--- config.mk ---
export PLATFORM = sky130hd
export DESIGN_NAME = product_assembler_8
export DESIGN_NICKNAME = d
export VERILOG_FILES = /design/src/rtl/mult_pkg.sv /design/src/rtl/pp_shift_sum.sv /design/src/rtl/product_assembler_8.sv
export SDC_FILE = /design/constraint.sdc
export NUM_CORES = 1
export LEC_CHECK = 0
export CORE_ASPECT_RATIO = 1.1
export CORE_MARGIN = 2
export CORE_UTILIZATION = 60
export DETAILED_ROUTE_END_ITERATION = 8
export PLACE_DENSITY_LB_ADDON = 0.15
export SETUP_SLACK_MARGIN = 0.2
export SYNTH_ARGS = -nofsm -noshare
export SYNTH_HDL_FRONTEND = slang
export SYNTH_SLANG_ARGS = --single-unit
--- constraint.sdc ---
create_clock -name clk -period 10.3 [get_ports clk]
set_input_delay 1.03 -clock clk [delete_from_list [all_inputs] [get_ports clk]]
set_output_delay 1.03 -clock clk [all_outputs]
set_load 0.01 [all_outputs]
--- src/rtl/mult_pkg.sv ---
// Shared definitions for the 8-slot 8x8 multiplier array back end.
package mult_pkg;

  localparam int PP_W     = 16;
  localparam int NUM_MULT = 8;
  localparam int RES_W    = 64;

  typedef enum logic [1:0] {
    SEW_8    = 2'b00,
    SEW_16   = 2'b01,
    SEW_32   = 2'b10,
    SEW_RSVD = 2'b11
  } sew_e;

  typedef enum logic {
    IDLE = 1'b0,
    HALF = 1'b1
  } asm_state_e;

  // Place one slot product at a byte-granular weight inside the 64-bit result.
  function automatic logic [RES_W-1:0] slot_term(input logic [PP_W-1:0] pp,
                                                 input int byteShift);
    return RES_W'(pp) << (8 * byteShift);
  endfunction

endpackage

--- src/rtl/pp_shift_sum.sv ---
// Combinational recombination of the eight slot products for one pass.
// 8-bit lanes pass slots 0..3 straight through, 16-bit lanes combine four
// slots each, and a 32-bit pass weights every slot by 8*(i+j).
module pp_shift_sum
  import mult_pkg::*;
(
  input  logic [NUM_MULT*PP_W-1:0] i_pp,
  input  logic [1:0]               i_sew,
  input  logic                     i_pass,
  output logic [RES_W-1:0]         o_sum
);

  logic [PP_W-1:0] w_pp [NUM_MULT];

  for (genvar k = 0; k < NUM_MULT; k++) begin : g_slot
    assign w_pp[k] = i_pp[PP_W*k +: PP_W];
  end

  // Weighted sum selected by element width; pass 1 moves B bytes up by two.
  always_comb begin
    o_sum = '0;
    case (sew_e'(i_sew))
      SEW_8: begin
        o_sum = {w_pp[3], w_pp[2], w_pp[1], w_pp[0]};
      end
      SEW_16: begin
        for (int j = 0; j < 2; j++) begin
          o_sum[32*j +: 32] = 32'(w_pp[4*j])
                            + ((32'(w_pp[4*j+1]) + 32'(w_pp[4*j+2])) << 8)
                            + (32'(w_pp[4*j+3]) << 16);
        end
      end
      SEW_32: begin
        for (int s = 0; s < NUM_MULT; s++) begin
          o_sum = o_sum + slot_term(w_pp[s], (s % 4) + (s / 4) + (i_pass ? 2 : 0));
        end
      end
      default: begin
        o_sum = '0;
      end
    endcase
  end

endmodule

--- src/rtl/product_assembler_8.sv ---
// Back end of the 8-slot multiplier array: turns slot products into element
// products. 8/16-bit elements finish in one pass; 32-bit elements need a
// pass-0 / pass-1 pair, with pass 0 parked in an accumulator until pass 1.
// Optional feature macro: PROD_ASM_ERR_EN adds the 'err' protocol-error pulse.
module product_assembler_8 #(
  parameter int PP_W     = mult_pkg::PP_W,
  parameter int NUM_MULT = mult_pkg::NUM_MULT,
  parameter int RES_W    = mult_pkg::RES_W
) (
  input  logic                     clk,
  input  logic                     reset,
  input  logic                     in_valid,
  input  logic [NUM_MULT*PP_W-1:0] pp_in,
  input  logic [1:0]               sew,
  input  logic                     count_0,
  output logic [RES_W-1:0]         result,
  output logic                     out_valid
`ifdef PROD_ASM_ERR_EN
  ,
  output logic                     err
`endif
);

  import mult_pkg::*;

  asm_state_e       r_state;
  logic [RES_W-1:0] r_acc;
  logic [RES_W-1:0] r_result;
  logic             r_outValid;
  logic [RES_W-1:0] w_sum;
  sew_e             w_sew;

  assign w_sew = sew_e'(sew);

  pp_shift_sum u_sum (
    .i_pp   (pp_in),
    .i_sew  (sew),
    .i_pass (count_0),
    .o_sum  (w_sum)
  );

  // Pass sequencing, accumulator and registered result / valid pulse.
  always_ff @(posedge clk) begin
    if (!reset) begin
      r_state    <= IDLE;
      r_acc      <= '0;
      r_result   <= '0;
      r_outValid <= 1'b0;
    end else begin
      r_outValid <= 1'b0;
      if (in_valid) begin
        case (w_sew)
          SEW_8, SEW_16: begin
            r_result   <= w_sum;
            r_outValid <= 1'b1;
            r_acc      <= '0;
            r_state    <= IDLE;
          end
          SEW_32: begin
            if (!count_0) begin
              r_acc   <= w_sum;
              r_state <= HALF;
            end else if (r_state == HALF) begin
              r_result   <= r_acc + w_sum;
              r_outValid <= 1'b1;
              r_acc      <= '0;
              r_state    <= IDLE;
            end
          end
          default: begin
            r_state <= r_state;
          end
        endcase
      end
    end
  end

  assign result    = r_result;
  assign out_valid = r_outValid;

`ifdef PROD_ASM_ERR_EN
  logic w_errEvent;
  logic r_err;

  // Protocol violations: orphan pass 1, pass-0 overwrite, abandoned half, reserved sew.
  always_comb begin
    w_errEvent = 1'b0;
    if (in_valid) begin
      case (w_sew)
        SEW_8, SEW_16: w_errEvent = (r_state == HALF);
        SEW_32:        w_errEvent = count_0 ? (r_state == IDLE) : (r_state == HALF);
        default:       w_errEvent = 1'b1;
      endcase
    end
  end

  // Register the error so it lines up with the out_valid timing.
  always_ff @(posedge clk) begin
    if (!reset) begin
      r_err <= 1'b0;
    end else begin
      r_err <= w_errEvent;
    end
  end

  assign err = r_err;
`endif

endmodule
==> flow_summary_export.csv <==
group,metric,value,unit
placement,place.gp.congestion,1.03,
synth,synth-edff-count,0,
cells_and_area,drive_gt1_share,3.94,%
synth,synth_cells,3058,
min_path,hp-class,"flop to flop",
cells_and_area,syn_to_final_growth,14.1,%
synth,synth_flop_cell,"dfxtp_1",
cts,cts_buffers,17,
cts,cts.clk_slew.worst_paths,0.07,ns
cells_and_area,num-fill-cells,3318,
timing,tns,0,ns
timing,max_freq,104,MHz
timing,setup_viol,0,
critical_path,r2r-start,"r_acc[0]$_SDFFE_PN0P_",
critical_path,cp-end-kind,"flop",
detailed_routing,drt-total-wl,83.8,mm
synth,synthMuxAreaShare,2.13,%
timing,timing.hold.ws,0.473,ns
global_route,grt_start_max_net_pins,115,
cells_and_area,nets,3962,
global_route,grt_overflow,0,
critical_path,critical_path_class,"input port to flop",
timing,min_period,9.63,ns
die,dieArea,42400,sq um
cts,hold_buffers,0,
global_route,grt_pass1_wl,130,mm
cts,htree_num_levels,4,
synth,synth_top_family_by_area,"adder cells",
critical_path,r2r_cells,19,
timing,final_max_slew_viol_count,0,
synth,async_reset_ff_share,0,%
cells_and_area,fin_util,69.4,%
critical_path,cp_data_arrival_time,9.94,ns
critical_path,rrSetupSlack,5.62,ns
synth,yosys.area_share.simple,16.8,%
critical_path,critPathLaunch,"pp_in[17]",
die,core-area,40200,sq um
critical_path,startpoint_type,"input port",
cts,cts_root_buffer,"clkbuf_16",
global_route,grt_pass1_vias,23770,
synth,ys_ff_latch,130,
timing,worst_slew_pin_slew,1.07,ns
critical_path,reg2reg_to,"result[60]$_SDFFE_PN0P_",
synth,netlist_top_cells_area,"fa_1 (18%), ha_1 (17%), dfxtp_1 (11%)",
cts,clk_path_buf_depth,2,
synth,yosys.area.top_type,"fa_1",
detailed_routing,wire_per_inst,22.0,um
placement,port_buffers,198,
detailed_routing,dr.pass1.iters,6,
die,start_util,60.8,%
timing,clock_skew,0.0182,ns
min_path,min_from,"r_acc[20]$_SDFFE_PN0P_",
synth,syn_area,24400,sq um
pwr,powerDensity,189,nW/um^2
timing,slew_headroom,28.8,%
timing,period_share,93.5,%
die,rows,77,
cts,postCtsSetupRepairBufs,0,
cts,cts_resized,0,
critical_path,cp_data_required_time,10.61,ns
global_route,grt_use_total,40.0,%
cts,cts_tree,"done",
die,io_pins,199,
synth,avgSynthCellArea,7.99,sq um
detailed_routing,vias,23032,
timing,hold_viol,0,
min_path,min_path_cells,2,
synth,synth-adder-area-share,34.6,%
detailed_routing,viasPerCell,6.04,
synth,synth-xor-area-share,6.31,%
placement,place_hpwl,68.4,mm
min_path,min_to,"r_acc[20]$_SDFFE_PN0P_",
pwr,p_leak,13.8,nW
synth,synth-compound-area-share,21.1,%
synth,ys_types,75,
synth,synth_warnings,0,
outcome,status,"finished, final reports clean",
critical_path,critPathMaxFanout,6,
cts,cts_sinks,130,
critical_path,critPathMostFrequentCell,"a21oi_1",
synth,synth_top_area_share,17.7,%
detailed_routing,drtIter0Drc,1779,
detailed_routing,drtAntennaViolNets,0,
timing,rsz0062_at_grt,"false",
synth,synth-seq-area-share,10.6,%
critical_path,slowest_stage,"clkdlybuf4s50_1",
die,die_h,216,um
flow_run,maxCapViolations,0,
detailed_routing,drc,0,
critical_path,slowest_delay,0.65,ns
pwr,ir_worst_vdd,142,uV
global_route,antenna_found_initial,3,
cts,clk_latency,0.44,ns
die,die_w,196,um
## how the worst max path moves through the flow
stage,cells past startpoint,to
after floorplan,38,result[61]$_SDFFE_PN0P_
after global placement,36,result[61]$_SDFFE_PN0P_
after detailed placement,37,result[61]$_SDFFE_PN0P_
after CTS,35,result[61]$_SDFFE_PN0P_
after global routing,36,result[61]$_SDFFE_PN0P_
final,44,result[61]$_SDFFE_PN0P_
## per-stage QoR
step / instance area (sq um) / instances / worst slack [ns] / power (mW)
finish: 27900 / 3814 / 0.668 / 5.26
global route: 27900 / 3810 / 0.174 / 5.67
CTS: 27800 / 3810 / 0.716 / 5.16
detailed placement: 27200 / 3778 / 0.300 / 4.55
global placement: 27200 / 3778 / 0.465 / 4.47
floorplan: 24800 / 3157 / 0.993 / 3.43
## logic make-up after synthesis
family                   count (synthesis)
AO/OA/AOI/OAI                          815
AND/OR/NAND/NOR                        795
adder cells (fa/ha/maj)                547
buffers and inverters                  543
XOR/XNOR                               176
flip-flops                             130
multiplexers                            50
other                                    2
## synth_stat cells, types with 50 or more instances
cell type and count:
inv_1 412, ha_1 328, a21oi_1 262, fa_1 216, nand2_1 188, o21ai_0 159, nor2_1 148, nor2b_1 145
dfxtp_1 130, xnor2_1 126, and2_1 121, clkbuf_1 119, a21o_1 118, xor2_1 50
## worst max-delay path, delay by kind of cell
kind | cells | cell delay (ns)
mux | 1 | 0.12
compound gates | 30 | 5.52
buf+inv | 3 | 1.04
simple gates | 4 | 0.70
fa+ha+maj | 3 | 1.00
xor+xnor | 3 | 0.51
## cell type report
cell class / count / area [sq um] / share of cell area, %
timing repair buffer: 238 / 2280 / 8.17
multi-input combinational: 2484 / 20200 / 72.5
clock inverter: 14 / 136 / 0.489
clock buffer: 18 / 439 / 1.58
antenna: 4 / 10.0 / 0.0359
inverter: 413 / 1550 / 5.56
sequential: 130 / 2600 / 9.34
tap: 513 / 642 / 2.30
## state kept, by name (all words and copies together) (netlist names)
signal / count
r_state: 1
result: 64
out_valid: 1
r_acc: 64
## layout by cell type (no fill, tap or decap), drive strengths merged, types with 6 or more instances in the layout
cell / count
inv: 421
o21bai: 42
a211oi: 17
o31a: 8
o31ai: 8
o211ai: 6
a22oi: 24
clkbuf: 18
and3: 23
a21o: 118
ha: 328
mux2: 16
a211o: 12
mux2i: 34
nand3: 35
a221o: 6
nor2b: 145
o22ai: 22
and4: 6
o21ai: 162
clkdlybuf4s50: 194
o21a: 22
xor2: 50
nor3: 27
a31oi: 27
buf: 44
nand2b: 44
fa: 216
nand2: 188
a31o: 6
conb: 101
a21oi: 263
a21boi: 35
dfxtp: 130
or2: 9
nand4: 26
and2: 121
xnor2: 126
nor2: 148
## routing by layer
layer | GRT usage [%] | vias up | routed length (um)
met5 | 0 | - | 11
met2 | 67.6 | 1045 | 39400
met3 | 6.22 | 316 | 6720
met4 | 30.2 | 2 | 7490
li1 | - | 10684 | -
met1 | 45.6 | 10985 | 30200
## where the power goes
part,internal (mW),total [mW],switching (mW)
Clock,0.327,0.603,0.276
Combinational,1.65,4.11,2.46
Sequential,0.533,0.552,0.0187
Total,2.51,5.26,2.75
(Power assumes the default switching activity.)
